## src/rtl/stuff_tx.sv

```systemverilog
// stuff_tx: CAN-style serial frame transmitter with bit stuffing.
// Sends SOF, 11-bit identifier, RTR, IDE, r0, DLC, data field, an optional
// CRC-15 field and a recessive delimiter, one bit per bitPulse strobe.
// After five identical driven bits inside the stuffed region a complement
// stuff bit is inserted. Define STUFF_TX_CRC_EN to include the CRC-15 field;
// the default build omits it and the delimiter follows the data field.
module stuff_tx (
  input  logic        clk,
  input  logic        reset,
  input  logic        bitPulse,
  input  logic        start,
  input  logic        abort,
  input  logic [10:0] id,
  input  logic        rtr,
  input  logic [3:0]  dlc,
  input  logic [63:0] data,
  output logic        txBit,
  output logic        busy,
  output logic        done
);

  typedef enum logic [2:0] {
    IDLE,
    ARMED,
    SEND,
    STUFF,
    DELIM
  } stateT;

`ifdef STUFF_TX_CRC_EN
  localparam logic [6:0] CrcLen = 7'd15;
`else
  localparam logic [6:0] CrcLen = 7'd0;
`endif
  localparam logic [6:0] HdrLen = 7'd19;

  stateT       state, stateNxt;
  logic        txBitNxt, busyNxt, doneNxt;
  logic [6:0]  bitIdx, bitIdxNxt;
  logic [2:0]  runCnt, runCntNxt;
  logic        lastBit, lastBitNxt;

  // Latched frame fields; the payload is shifted out MSB first.
  logic [10:0] idReg;
  logic        rtrReg;
  logic [3:0]  dlcReg;
  logic [63:0] dataSh;

  logic        latchEn;
  logic        sendBit;
  logic        shiftData;
  logic        frameBit;
  logic        crcBit;
  logic [18:0] hdr;
  logic [4:0]  hdrSel;
  logic [6:0]  dataBits;
  logic [6:0]  dataEnd;
  logic [6:0]  frameLen;

  // Frame geometry: header, data field (0 for remote frames, dlc capped at 8 bytes), CRC.
  assign hdr      = {1'b0, idReg, rtrReg, 2'b00, dlcReg};
  assign hdrSel   = 5'd18 - bitIdx[4:0];
  assign dataBits = rtrReg    ? 7'd0  :
                    dlcReg[3] ? 7'd64 : {1'b0, dlcReg[2:0], 3'b000};
  assign dataEnd  = HdrLen + dataBits;
  assign frameLen = dataEnd + CrcLen;
  assign shiftData = sendBit && (bitIdx >= HdrLen) && (bitIdx < dataEnd);

  // Select the unstuffed frame bit addressed by bitIdx.
  always_comb begin
    if (bitIdx < HdrLen) begin
      frameBit = hdr[hdrSel];
    end else if (bitIdx < dataEnd) begin
      frameBit = dataSh[63];
    end else begin
      frameBit = crcBit;
    end
  end

  // Next-state and output logic; abort overrides any coincident bitPulse.
  // NOTE: every signal gets a default first so no path leaves a latch behind.
  always_comb begin
    stateNxt   = state;
    txBitNxt   = txBit;
    busyNxt    = busy;
    doneNxt    = 1'b0;
    bitIdxNxt  = bitIdx;
    runCntNxt  = runCnt;
    lastBitNxt = lastBit;
    latchEn    = 1'b0;
    sendBit    = 1'b0;
    if (state != IDLE && abort) begin
      stateNxt = IDLE;
      txBitNxt = 1'b1;
      busyNxt  = 1'b0;
    end else begin
      case (state)
        IDLE: begin
          if (start) begin
            latchEn   = 1'b1;
            stateNxt  = ARMED;
            busyNxt   = 1'b1;
            bitIdxNxt = 7'd0;
            runCntNxt = 3'd0;
          end
        end
        ARMED, SEND: begin
          if (bitPulse) begin
            if (bitIdx == frameLen) begin
              // Delimiter: outside the stuffed region, never counted in a run.
              txBitNxt = 1'b1;
              stateNxt = DELIM;
            end else begin
              sendBit    = 1'b1;
              txBitNxt   = frameBit;
              lastBitNxt = frameBit;
              bitIdxNxt  = bitIdx + 7'd1;
              if (runCnt != 3'd0 && frameBit == lastBit) begin
                runCntNxt = runCnt + 3'd1;
              end else begin
                runCntNxt = 3'd1;
              end
              stateNxt = (runCntNxt == 3'd5) ? STUFF : SEND;
            end
          end
        end
        STUFF: begin
          if (bitPulse) begin
            // Stuff bit starts a new run of length one; frame index is not advanced.
            txBitNxt   = ~lastBit;
            lastBitNxt = ~lastBit;
            runCntNxt  = 3'd1;
            stateNxt   = SEND;
          end
        end
        DELIM: begin
          if (bitPulse) begin
            doneNxt  = 1'b1;
            txBitNxt = 1'b1;
            busyNxt  = 1'b0;
            stateNxt = IDLE;
          end
        end
        default: begin
          stateNxt = IDLE;
          txBitNxt = 1'b1;
          busyNxt  = 1'b0;
        end
      endcase
    end
  end

  // State and control registers.
  // NOTE: sequential state uses non-blocking assignments only.
  always_ff @(posedge clk or posedge reset) begin
    if (reset) begin
      state   <= IDLE;
      txBit   <= 1'b1;
      busy    <= 1'b0;
      done    <= 1'b0;
      bitIdx  <= 7'd0;
      runCnt  <= 3'd0;
      lastBit <= 1'b1;
    end else begin
      state   <= stateNxt;
      txBit   <= txBitNxt;
      busy    <= busyNxt;
      done    <= doneNxt;
      bitIdx  <= bitIdxNxt;
      runCnt  <= runCntNxt;
      lastBit <= lastBitNxt;
    end
  end

  // Frame field capture on start acceptance, payload shift while the data field is sent.
  // NOTE: these hold payload only and are don't-care after reset, so they carry no reset.
  always_ff @(posedge clk) begin
    if (latchEn) begin
      idReg  <= id;
      rtrReg <= rtr;
      dlcReg <= dlc;
      dataSh <= data;
    end else if (shiftData) begin
      dataSh <= {dataSh[62:0], 1'b0};
    end
  end

`ifdef STUFF_TX_CRC_EN
  logic [14:0] crcReg;
  logic        crcFb;
  logic        crcUpd;
  logic        crcShift;

  assign crcFb    = frameBit ^ crcReg[14];
  assign crcUpd   = sendBit && (bitIdx < dataEnd);
  assign crcShift = sendBit && (bitIdx >= dataEnd);
  assign crcBit   = crcReg[14];

  // CRC-15 over SOF..data, then shifted out MSB first during the CRC field.
  always_ff @(posedge clk or posedge reset) begin
    if (reset) begin
      crcReg <= 15'd0;
    end else if (latchEn) begin
      crcReg <= 15'd0;
    end else if (crcUpd) begin
      crcReg <= {crcReg[13:0], 1'b0} ^ (crcFb ? 15'h4599 : 15'h0000);
    end else if (crcShift) begin
      crcReg <= {crcReg[13:0], 1'b0};
    end
  end
`else
  assign crcBit = 1'b1;
`endif

endmodule

```

## config.mk

```make
export PLATFORM = sky130hd
export DESIGN_NAME = stuff_tx
export DESIGN_NICKNAME = d
export VERILOG_FILES = /design/src/rtl/stuff_tx.sv
export SDC_FILE = /design/constraint.sdc
export NUM_CORES = 1
export LEC_CHECK = 0
export ABC_AREA = 1
export BUFFER_PORTS_ARGS = -buffer_cell sky130_fd_sc_hd__buf_2
export CORE_AREA = 2 2 113 115
export CTS_BUF_LIST = sky130_fd_sc_hd__clkbuf_8
export DETAILED_ROUTE_END_ITERATION = 6
export DIE_AREA = 0 0 115 117
export PLACE_DENSITY = 0.54
export SLEW_MARGIN = 40
export SYNTH_ARGS = -nofsm -noshare
export SYNTH_HDL_FRONTEND = slang
export SYNTH_SLANG_ARGS = --single-unit
```

## constraint.sdc

```tcl
create_clock -name clk -period 7.25 [get_ports clk]
set_clock_uncertainty 0.05 [all_clocks]
set_input_delay 0 -clock clk [delete_from_list [all_inputs] [get_ports clk]]
set_output_delay 0 -clock clk [all_outputs]
set_load 0.01 [all_outputs]
```

==> impl_metrics.yaml, run 1 <==
clocking:
  cts_buffer_depth: 2
  cts_buffers: 9
  root_buffer: "clkbuf_8"
  cts_sinks: 97
  cts_resized: 0
  insertion_delay_ns: 0.37
  htree_levels: 3
  clkTransAtPathRegs_ns: 0.10
  tritoncts: "yes"
global_route:
  grt_pass1_wl_um: 16740
  grt_pass1_vias: 3596
  overflow: 0
  grt_max_degree: 83
  antenna_found_initial: 0
  track_usage_pct: 15.87
drt:
  finalWirelength_um: 10060
  wire_per_inst_um: 12.25
  drt-initial-drc-count: 209
  antenna_left: 0
  via_per_inst: 4.543
  drc: 0
  dr.pass1.iters: 5
  vias: 3730
die:
  die_h_um: 117
  rows: 41
  core_um2: 12310
  die_w_um: 115
  top_level_ports: 88
  dieArea_um2: 13460
  initial_core_util_pct: 37.29
run:
  cap_violations: 0
synthesis:
  synthSimpleGateAreaFrac_pct: 27.69
  ys_ff_latch: 97
  yosysSeqAreaShare_pct: 61.65
  yosysTopAreaCellShare_pct: 52.33
  synth-xor-area-share_pct: 0.9539
  synth.distinct_cells: 33
  synth.top_cells.by_area: "edfxtp_1 52%, nand2_1 20%, dfrtp_1 8.2%, inv_1 2.5%, nand3_1 2.5%"
  syn-num-nets: 590
  synth_warnings: 0
  synth_area_per_cell_um2: 9.237
  syn_inst: 497
  synth_top_family_by_area: "simple AND/OR/NAND/NOR gates"
  syn_area_um2: 4591
  synth_mux_area_share_pct: 0
  synth_compound_area_share_pct: 3.025
  synthAdderAreaFrac_pct: 2.180
  yosys.area.top_type: "edfxtp_1"
critical_path:
  cp_data_arrival_time_ns: 3.22
  crit_path_max_fanout: 64
  end_kind: "flip-flop"
  path_cells: "inv_1 -> nand2_1 -> nor2_1 -> ha_1 -> xor2_1 -> ha_1 -> nand2_1 -> inv_1 -> nand3_1 -> nor2_1 -> nand2_1 -> nand2_2 -> nor2_4 -> nand2_4 -> inv_1 -> nand3_1 -> nand2_2 -> buf_6"
  crit_buf_inv: 4
  path_delay_family: "simple AND/OR/NAND/NOR gates"
  crit_cells: 18
  max_stage_delay_ns: 0.46
  reg2regPathDepth: 18
  worstPathRequired_ns: 7.22
  critPathKind: "flip-flop to flip-flop"
  slowest_stage: "buf_6"
  critPathLaunchType: "flip-flop"
timing:
  rsz0062_at_grt: "no"
  setup_viol: 0
  layout_setup_ws_ns: 3.999
  finalCritPeriodShare_pct: 44.84
  drv_slew: 0
  worstMarginPinSlew_ns: 0.7046
  fmax_mhz: 307.6
  fin_crit_ns: 3.251
  hold_viol_final: 0
  final.setup.tns_ns: 0
  relSlewSlack_pct: 53.03
outcome:
  status: "completed"
placement:
  gp_congestion: 0.8593
  post-place-cells: 721
  post-place-ws_ns: 3.831
  placed_area_um2: 5175
  dp_hpwl_um: 6103
  port_buffers: 87
cells_and_area:
  drive_above_1_share_pct: 19.08
  n_antenna_cell: 0
  num-nets-final: 759
  areaGrowthSynthToFinish_pct: 35.70
  finalInstanceArea_um2: 6230
  layout_commonest_cell: "nand2_1"
  final_cell_mix: "244 x nand2_1, 87 x buf_2, 84 x dlygate4sd3_1"
  finalNonFillerCells: 821
power_and_ir_drop:
  leakage_nw: 2.926
  total_power_mw: 1.945
  power_density_nw_per_um2: 312.1
  peakVddDrop_v: 0.0001567
min_path:
  min_path_cells: 6
  hold_class: "primary input to flip-flop"
## path summary, 6_finish.rpt
| kind | from | end | slack [ns] |
|---|---|---|---|
| worst max-delay path | dlcReg[3] | dataSh[2] | 4.00 |
| worst min-delay path | start | busy | 0.10 |
| worst max register to register | dlcReg[3] | dataSh[2] | 4.00 |
| worst min register to register | txBit | txBit | 0.46 |
| max in group asynchronous | reset | busy | 6.53 |
| min in group asynchronous | reset | runCnt[1] | 0.19 |
## through the flow
step                util [%]  hold slack, ns
floorplan                  -         -0.1254
global placement       42.03         0.08310
detailed placement     42.03         0.08801
CTS                    50.54         0.08627
global route           50.60          0.1628
finish                 50.60          0.1031
## logic make-up after synthesis
kind of cell / count (synthesis)
adder cells (fa/ha/maj): 8
buffers and inverters: 52
XOR/XNOR: 5
AND/OR/NAND/NOR: 311
flip-flops: 97
AO/OA/AOI/OAI: 24
## report_power, final
group | leakage, nW | internal (mW) | switching (mW)
logic | 1.84 | 0.231 | 0.431
registers | 0.976 | 0.848 | 0.0627
clock network | 0.106 | 0.166 | 0.206
total | 2.93 | 1.24 | 0.700
## worst register-to-register path: cells and delay by family (launching register included)
kind / cells / cell delay (ns)
XOR/XNOR: 1 / 0.14
adder cells (fa/ha/maj): 2 / 0.44
buffers and inverters: 4 / 0.76
flip-flops: 1 / 0.42
AND/OR/NAND/NOR: 11 / 1.06
## area by class of cell
class	instances	area [um2]
clock inverter	7	82.58
timing repair buffer	174	1306
clock buffer	9	123.9
sequential	97	2830
tap	150	187.7
multi-input combinational	348	1564
fill	1157	6082
inverter	36	135.1
## cell usage after synthesis
master and number:
o21ai_1 1, o211ai_1 1, o22ai_1 1, nand3b_1 1, nor2_1 20, ha_1 8
inv_2 5, clkbuf_1 5, nand2_1 245, buf_1 4, dfstp_2 2, buf_2 6
nor4_1 1, a21oi_2 1, o21ai_0 10, dfrtp_1 15, nor2_4 1, edfxtp_1 80
o31ai_1 2, buf_4 1, a2bb2oi_1 1, nand4_2 1, nor3_1 5, nand3_1 23
nand2_2 6, inv_1 31, xor2_1 5, a21oi_1 6, a22oi_1 1, nor2_2 3
nor3b_1 1, nand4_1 2, nand2_4 2
## timing repair
| action | in CTS | in global routing |
|---|---|---|
| endpoints found under the setup margin | 0 | 0 |
| hold buffers | 84 | 0 |
| buffers inserted | 0 | 0 |
| endpoints found under the hold margin | 98 | 0 |
## flip-flops by register name, summed over array words and instances (netlist names)
signal and cells:
dlcReg 4, bitIdx 7, txBit 1, done 1, idReg 11, runCnt 3, state 3, lastBit 1
rtrReg 1, busy 1, dataSh 64
## routing by layer
metal | global-route usage, % | part of all wire (%) | vias up
li1 | - | - | 1946
met3 | 4.016 | 4.0 | 13
met5 | 0 | 0 | -
met1 | 20.91 | 46 | 1698
met2 | 26.12 | 49 | 73
met4 | 4.659 | 1.5 | 0
Note: power is estimated with default switching activity, not from simulation.
==> run 2, diff against run 1 <==
==> constraint.sdc (replaced) <==
create_clock -name clk -period 3.1 [get_ports clk]
set_clock_uncertainty 0.05 [all_clocks]
set_input_delay 0 -clock clk [delete_from_list [all_inputs] [get_ports clk]]
set_output_delay 0 -clock clk [all_outputs]
set_load 0.01 [all_outputs]
==> run 2 against run 1 <==
Wire length up 4.4%. Non-clock buffer count up 11. Sequential cell count unchanged. Total power up 140%. Die area unchanged. Worst setup slack worse by 3.7 ns. Register-to-register slack worse by 3.7 ns. Global-route usage up 0.39 points. First-iteration DRC count down 6.7%. Sequential share of layout area down 1.2 points. Sequential power up 130%. Core utilization up 1.4 points. Critical endpoint is now dataSh[44].
==> impl_metrics.yaml, run 2 (same netlist as run 1, synthesis figures left out) <==
placement:
  port_buffers: 87
  gp_congestion: 0.8795
  post-place-cells: 724
  dp_hpwl_um: 6523
timing:
  worstMarginPinSlew_ns: 0.6983
  final.setup.tns_ns: 0
  drv_slew: 0
  relSlewSlack_pct: 53.38
  rsz0062_at_grt: "no"
  fin_crit_ns: 2.839
  hold_viol_final: 0
  finalCritPeriodShare_pct: 91.57
  fmax_mhz: 352.3
  setup_viol: 0
clocking:
  clkTransAtPathRegs_ns: 0.09
  tritoncts: "yes"
  cts_buffers: 9
  root_buffer: "clkbuf_8"
  cts_sinks: 97
  insertion_delay_ns: 0.37
  htree_levels: 3
  cts_buffer_depth: 2
global_route:
  overflow: 0
  grt_max_degree: 82
  grt_pass1_vias: 3697
  track_usage_pct: 16.26
  antenna_found_initial: 0
  grt_pass1_wl_um: 17030
critical_path:
  worstPathRequired_ns: 3.15
  critPathKind: "flip-flop to flip-flop"
  cp_data_arrival_time_ns: 2.89
  crit_path_max_fanout: 11
  path_cells: "inv_1 -> nand2_1 -> nor2_2 -> ha_1 -> xor2_1 -> ha_1 -> nand2_1 -> inv_1 -> nand3_1 -> nor2_1 -> nand2_1 -> nand2_2 -> nor2_4 -> nand2_4 -> inv_4 -> nand3_4 -> nand2_8 -> clkbuf_16"
  critPathLaunchType: "flip-flop"
  r2r-start: "dlcReg[3]"
  max_stage_delay_ns: 0.41
  critPathLaunch: "dlcReg[3]"
  crit_top_cell: "nand2_1"
  end_kind: "flip-flop"
  slowest_stage: "edfxtp_1"
cells_and_area:
  fin_util_pct: 51.98
  finalNonFillerCells: 833
  ff_latch_area_um2: 2830
  n_antenna_cell: 0
  layout_commonest_cell: "nand2_1"
  num-nets-final: 771
  fill_cells: 1165
  multi_input_area_um2: 1599
  areaGrowthSynthToFinish_pct: 39.41
  final_cell_mix: "244 x nand2_1, 87 x buf_2, 84 x dlygate4sd3_1"
  drive_above_1_share_pct: 20.64
  largest_register: "dataSh"
  reg_top3: "dataSh: 64 flops, idReg: 11 flops, bitIdx: 7 flops"
  largest_reg_flops: 64
drt:
  drc: 0
  vias: 3856
  wire_per_inst_um: 12.60
  finalWirelength_um: 10500
  antenna_left: 0
  dr.pass1.iters: 5
  drt-initial-drc-count: 195
  via_per_inst: 4.629
die:
  initial_core_util_pct: 37.29
  die_w_um: 115
  die_h_um: 117
  core_um2: 12310
  top_level_ports: 88
  rows: 41
  dieArea_um2: 13460
min_path:
  hold_path.startpoint: "start"
  hold_class: "primary input to flip-flop"
power_and_ir_drop:
  power_density_nw_per_um2: 734.5
  leakage_nw: 3.007
  power_frac_clock_pct: 17.3
  p_comb_share_pct: 37.8
  peakVddDrop_v: 0.0002944
  total_power_mw: 4.701
  p_switching_mw: 1.678
  swShare_pct: 35.70
  power.internal_mw: 3.023
  sequentialPowerShare_pct: 44.9
run:
  cap_violations: 0
outcome:
  status: "completed"
## run 2: cell count changes in the layout (fill, tap and decap cells not counted), moves of 2 or more
cell / delta
buf_12: +3
buf_4: +7
clkbuf_16: +2
inv_6: -2
inv_8: -2
## run 2: per-layer routing
layer / track usage, % / share of wire (%) / vias up
li1: - / - / 1978
met5: 0 / 0 / -
met2: 26.20 / 48 / 82
met3: 3.038 / 3.2 / 9
met1: 21.70 / 48 / 1787
met4: 6.988 / 1.2 / 0
## run 2: worst max-delay path: cells and delay by family (launching register included)
| kind | cells | cell delay, ns |
|---|---|---|
| fa+ha+maj | 2 | 0.42 |
| flops | 1 | 0.41 |
| xor+xnor | 1 | 0.14 |
| buf+inv | 4 | 0.43 |
| simple gates | 11 | 1.11 |
## run 2: through the flow
stage                     instance area (um2)  hold slack, ns  setup slack (ns)
after floorplan                          4598         -0.1254            0.1854
after global placement                   5240         0.08099            0.1641
after detailed placement                 5240         0.08425           0.04657
after CTS                                6269         0.09337           0.02540
after global routing                     6400          0.1676           0.02594
final                                    6400         0.09879            0.2612
## run 2: worst paths after layout
check / endpoint / slack (ns) / cells after the start
min in group asynchronous: runCnt[0] / 0.21 / 3
hold / removal: busy / 0.1 / 6
setup / recovery: dataSh[44] / 0.26 / 18
hold reg to reg: busy / 0.45 / 2
max in group asynchronous: runCnt[1] / 2.35 / 3
setup reg to reg: dataSh[44] / 0.26 / 18
## run 2: layout make-up
| cell class | instances | area share [%] |
|---|---|---|
| Clock buffer | 9 | 1.935 |
| Multi-Input combinational cell | 349 | 24.99 |
| Sequential cell | 97 | 44.22 |
| Tap cell | 150 | 2.933 |
| Clock inverter | 7 | 0.9971 |
| Inverter | 36 | 2.151 |
| Timing Repair Buffer | 185 | 22.78 |
## run 2: power groups by stage
stage / combinational (mW) / clock (mW) / sequential, mW
3_3_place_gp: 1.55 / 0 / 2.13
2_1_floorplan: 1.14 / 0 / 2.11
5_1_grt: 2.03 / 0.880 / 2.15
3_5_place_dp: 1.58 / 0 / 2.14
6_report: 1.78 / 0.815 / 2.11
4_1_cts: 1.66 / 0.841 / 2.11
## run 2: repair_timing
item | 4_1_cts | 5_1_grt
endpoints found under the setup margin | 0 | 64
hold endpoints to repair | 98 | 0
setup buffers | 0 | 6
gates resized for setup | 0 | 6
hold buffers | 84 | 0
